### src/rtl/vec_morph.sv
// vec_morph: progressively morphs a registered output vector toward a target
// vector by copying one pseudo-randomly chosen element per step.
//
// A 16-bit Galois LFSR (mask 16'hB400) runs every clock. Its top IDX_W bits
// select the element copied on each step. Steps happen every rate+1 cycles
// while a run is active.
//
// Compile-time option VEC_MORPH_COVER_EN:
//   defined   - a run ends on the step that has copied every index at least
//               once (STEPS is ignored).
//   undefined - a run ends on the STEPS-th step (STEPS=0 behaves as 1).
//
// Ports:
//   clk        - clock, rising edge
//   rst_n      - asynchronous active-low reset
//   start      - one-cycle pulse, begins a run (ignored while running)
//   abort      - one-cycle pulse, ends a run without done
//   rate       - step interval minus one, sampled at start and at each reload
//   in         - target vector, element k at [k*ELEM_W +: ELEM_W]
//   out        - morphed vector (registered)
//   busy       - high while running
//   done       - one-cycle pulse with the final step_valid
//   step_valid - one-cycle pulse per step taken
//   step_idx   - index copied by the step flagged by step_valid
module vec_morph #(
  parameter int unsigned ELEMS  = 32,
  parameter int unsigned ELEM_W = 8,
  parameter int unsigned STEPS  = 128,
  parameter logic [15:0] SEED   = 16'hACE1,
  localparam int unsigned IDX_W = $clog2(ELEMS)
) (
  input  logic                    clk,
  input  logic                    rst_n,
  input  logic                    start,
  input  logic                    abort,
  input  logic [15:0]             rate,
  input  logic [ELEMS*ELEM_W-1:0] in,
  output logic [ELEMS*ELEM_W-1:0] out,
  output logic                    busy,
  output logic                    done,
  output logic                    step_valid,
  output logic [IDX_W-1:0]        step_idx
);

  typedef enum logic [0:0] {StIdle, StRun} state_e;

  state_e           state_q;
  logic [15:0]      lfsr_q;
  logic [15:0]      lfsr_next;
  logic [15:0]      presc_q;
  logic [IDX_W-1:0] idx;
  logic             last_step;

  always_comb begin
    lfsr_next = {1'b0, lfsr_q[15:1]};
    if (lfsr_q[0]) begin
      lfsr_next = lfsr_next ^ 16'hB400;
    end
  end

  assign idx = lfsr_q[15 -: IDX_W];

`ifdef VEC_MORPH_COVER_EN
  logic [ELEMS-1:0] mask_q;
  logic [ELEMS-1:0] mask_next;

  always_comb begin
    mask_next      = mask_q;
    mask_next[idx] = 1'b1;
  end

  // Final step is the one that completes coverage of every index.
  assign last_step = &mask_next;
`else
  localparam int unsigned StepsEff = (STEPS == 0) ? 1 : STEPS;
  localparam int unsigned CntW     = (StepsEff > 1) ? $clog2(StepsEff) : 1;

  // Counts steps already taken in this run; the step taken while it holds
  // StepsEff-1 is the last one.
  logic [CntW-1:0] cnt_q;

  assign last_step = (cnt_q == CntW'(StepsEff - 1));
`endif

  always_ff @(posedge clk or negedge rst_n) begin
    if (!rst_n) begin
      state_q    <= StIdle;
      lfsr_q     <= SEED;
      presc_q    <= '0;
      out        <= '0;
      busy       <= 1'b0;
      done       <= 1'b0;
      step_valid <= 1'b0;
      step_idx   <= '0;
`ifdef VEC_MORPH_COVER_EN
      mask_q     <= '0;
`else
      cnt_q      <= '0;
`endif
    end else begin
      lfsr_q     <= lfsr_next;
      done       <= 1'b0;
      step_valid <= 1'b0;
      case (state_q)
        StIdle: begin
          if (start && !abort) begin
            state_q <= StRun;
            busy    <= 1'b1;
            presc_q <= rate;
`ifdef VEC_MORPH_COVER_EN
            mask_q  <= '0;
`else
            cnt_q   <= '0;
`endif
          end
        end
        StRun: begin
          if (abort) begin
            // Abort wins over a step due in the same cycle.
            state_q <= StIdle;
            busy    <= 1'b0;
          end else if (presc_q == 16'd0) begin
            out[idx*ELEM_W +: ELEM_W] <= in[idx*ELEM_W +: ELEM_W];
            presc_q    <= rate;
            step_valid <= 1'b1;
            step_idx   <= idx;
`ifdef VEC_MORPH_COVER_EN
            mask_q     <= mask_next;
`else
            cnt_q      <= cnt_q + 1'b1;
`endif
            if (last_step) begin
              done    <= 1'b1;
              state_q <= StIdle;
              busy    <= 1'b0;
            end
          end else begin
            presc_q <= presc_q - 16'd1;
          end
        end
        default: begin
          state_q <= StIdle;
          busy    <= 1'b0;
        end
      endcase
    end
  end

endmodule

### config.mk
export PLATFORM = sky130hd
export DESIGN_NAME = vec_morph
export DESIGN_NICKNAME = d
export VERILOG_FILES = /design/src/rtl/vec_morph.sv
export SDC_FILE = /design/constraint.sdc
export NUM_CORES = 1
export LEC_CHECK = 0
export ABC_AREA = 1
export BUFFER_PORTS_ARGS = -buffer_cell sky130_fd_sc_hd__buf_2
export CAP_MARGIN = 25
export CORE_AREA = 4 4 207 209
export DETAILED_ROUTE_END_ITERATION = 8
export DIE_AREA = 0 0 211 213
export PLACE_DENSITY_LB_ADDON = 0.15
export SLEW_MARGIN = 20
export SYNTH_ARGS = -nofsm -noshare
export SYNTH_HDL_FRONTEND = slang
export SYNTH_SLANG_ARGS = --single-unit
### constraint.sdc
create_clock -name clk -period 3.4 [get_ports clk]
set_input_delay 0.34 -clock clk [delete_from_list [all_inputs] [get_ports clk]]
set_output_delay 0.34 -clock clk [all_outputs]
set_load 0.01 [all_outputs]
==> summary.md <==
| Metric | Value |
|---|---|
| Status | `finished, final reports clean` |
| Post-Synthesis Cells | `2087` |
| Tot Pwr | `8.24 mW` |
| Lkg Pwr | `11.7 nW` |
| Most common cell in the synthesized netlist | `nand2_1` |
| Syn avg cell area | `7.67 µm²` |
| CTS resizes | `0` |
| Post-route DRC violation count | `0` |
| VDD IR max | `0.341 mV` |
| Final Util | `50.0%` |
| Sequential share of the synthesized area | `47.6%` |
| Post-placement cell count | `around 3000` |
| Fmax | `358 MHz` |
| Initial antenna violation count | `7` |
| Die Height | `213 µm` |
| Routed wl met3 | `approximately 5200 µm` |
| Pin count of the biggest net entering global routing | `105` |
| Rows | `74` |
| Cell taking the most area after synthesis | `dfrtp_1` |
| Most area-consuming cells after synthesis | `dfrtp_1 46%, nand2_1 13%, nand3_1 8.7%, nand4_1 5.1%, inv_1 4.8%` |
| Vias in the first global route | `15867` |
| Port Buf Inserts | `around 540` |
| CP endpoint kind | `flip-flop` |
| Post-synth EDFFs | `0` |
| H-Tree Depth | `2` |
| Worst Hold Slack | `0.0762 ns` |
| Worst slew margin | `42.1%` |
| First-pass GRT wire length | `approximately 94000 µm` |
| Max capacitance violation total | `0` |
| R2R setup slack | `0.61 ns` |
| Setup TNS | `0 ns` |
| Worst Tran Pin Value | `0.868 ns` |
| Final Wtd Congestion | `approximately 0.93` |
| Area of the core | `approximately 41000 µm²` |
| Area Growth Syn to Fin | `27.5%` |
| Pwr Density | `403 nW/µm²` |
| Met1 wire length | `~27000 µm` |
| Number of hold violations in the final report | `0` |
| Yosys reg bits | `304` |
| Clock Skew | `between 0.015 and 0.02 ns` |
| Io pins | `540` |
| Ys flop type | `dfrtp_1` |
| Die Area | `44900 µm²` |
| Fill count | `4062` |
| Top Layer Used | `met4` |
| Reg clk slew, reported paths | `0.06 ns` |
| Mapped cell area | `approximately 16000 µm²` |
| Avg WL per Cell | `19.7 µm` |
| Clk sinks | `304` |
| Iter 0 DRT Violations | `1337` |
| Period utilization | `between 80% and 90%` |
| Routed via count | `16259` |
| Startpoint Class | `flip-flop` |
| Multi-input gate area in the final layout | `6960 µm²` |
| NumNets Final | `2872` |
| Die Width | `around 210 µm` |
| Non-filler instance count after layout | `3149` |
| DRT Wirelength | `slightly above 60000 µm` |
| Initial Util | `39.2%` |
| Synth top area share | `46.3%` |
| Total congestion overflow | `0` |
| Met2 wire len | `28900 µm` |
| CTS tree | `yes` |
| Hold depth | `3` |
| WS Path Type | `reg -> reg` |
| Worst-Skew Late Latency | `0.51 ns` |
| Syn. warnings | `0` |
| Share of post-route cells with drive strength above 1 | `29.7%` |
| Clock tree buffer depth | `3` |
| Async SR Flop Fraction | `100%` |
| Post-route ant nets | `0` |
| Fin crit period | `2.79 ns` |
| TritonCTS Buffers | `34` |
| Drt pass-1 iters | `6` |
| R2R depth | `8` |
| Root Buffer | `clkbuf_16` |
| List of most frequent post-synthesis cells | `565 x nand2_1, 296 x dfrtp_1, 277 x nand3_1, 206 x inv_1, 147 x nor2_1` |
| DP Wirelength | `45400 µm` |
| Critical Path RT | `~3.8 ns` |
| Hold Path Class | `in -> reg` |
| Arr. time, crit path | `about 3.2 ns` |
| Sequential Area | `7620 µm²` |
| Crit Path Max Fanout | `65` |
| Netlist cell types | `36` |
| DR vias/cell | `5.16` |
| Post-Syn Nets | `2370` |
| RSZ-0062 raised after global routing | `false` |
| Fin. max-slew vios | `0` |
| GRT Resource Usage Total | `26.7%` |
| Final setup fails | `0` |
## cells by family after synthesis
family / share of synthesized area, %
adders and majority gates: 0.547
and+or+nand+nor: 36.1
buffers and inverters: 9.00
AOI/OAI and AO/OA: 5.91
DFF: 47.6
xor gates and xnor gates: 0.868
## layout by cell type (no fill, tap or decap), types with 3 or more instances in the layout
cell type,netlist,final
buf_4,15,37
clkbuf_16,0,35
nand2_1,565,565
inv_1,206,203
dfstp_2,8,7
clkinv_2,0,4
nor2_4,22,22
buf_12,0,8
xor2_1,13,13
nor2_2,17,17
a21oi_1,125,125
buf_2,30,538
nor2_1,147,147
o211ai_1,14,14
o21ai_0,33,33
inv_2,22,25
o22ai_1,3,3
dfrtp_1,296,295
nor3_1,12,12
bufinv_16,0,4
nor2_8,3,3
or2_2,50,50
nand3_1,277,277
nand2_2,4,4
nand4_1,130,130
clkbuf_1,52,7
ha_1,7,6
clkbuf_8,0,5
diode_2,0,6
## sequential cells by signal, summed over array words and instances, names as in the netlist
register    cells
busy            1
done            1
out           256
state_q         1
step_valid      1
cnt_q           7
presc_q        16
step_idx        5
lfsr_q         16
## worst paths after layout
path                            startpoint          to
worst min-delay path               rate[6]  presc_q[6]
min in group asynchronous            rst_n  presc_q[6]
worst min register to register   lfsr_q[9]   lfsr_q[8]
worst max register to register  lfsr_q[11]    out[116]
worst max-delay path            lfsr_q[11]    out[116]
max in group asynchronous            rst_n     out[52]
## layer usage
layer / vias to the layer above / track usage, %
met2: 641 / 42.0
met3: 87 / 5.89
met4: 0 / 5.86
met5: - / 0
li1: 7768 / -
met1: 7763 / 38.1
## critical path, stage by stage, from the launching register on
cell	delay (ns)
dfstp_4	0.70
inv_2	0.08
ha_2	0.35
buf_4	0.56
inv_2	0.13
nor2_1	0.18
buf_4	0.25
nand3_1	0.24
a21oi_1	0.22
## final cells by class
type | instances | area share, %
timing repair buffer | 585 | 15.5
clock inverter | 11 | 0.803
clock buffer | 47 | 4.76
antenna | 6 | 0.0736
inverter | 228 | 4.19
multi-input combinational | 1436 | 34.1
tap | 532 | 3.26
sequential | 304 | 37.3
## what timing repair did
item / 4_1_cts / 5_1_grt
setup buffers: 0 / 0
hold buffers: 1 / 0
endpoints found under the setup margin: 0 / 0
endpoints found under the hold margin: 90 / 0
## metrics by stage
step | setup WS (ns) | area, µm²
after global routing | 0.372 | 20400
final | 0.606 | 20400
after CTS | 0.583 | 20400
after floorplan | 0.277 | 16000
after global placement | 0.654 | 19300
after detailed placement | 0.597 | 19300
## report_power, final
| group | leakage [nW] | switching (mW) | total, mW | internal [mW] |
|---|---|---|---|---|
| clock network | 0.553 | 1.48 | 3.78 | 2.30 |
| logic | 6.98 | 0.405 | 0.696 | 0.291 |
| registers | 4.15 | 0.0681 | 3.76 | 3.69 |
| total | 11.7 | 1.95 | 8.24 | 6.28 |
No activity file was read; power rests on OpenSTA's default activity.
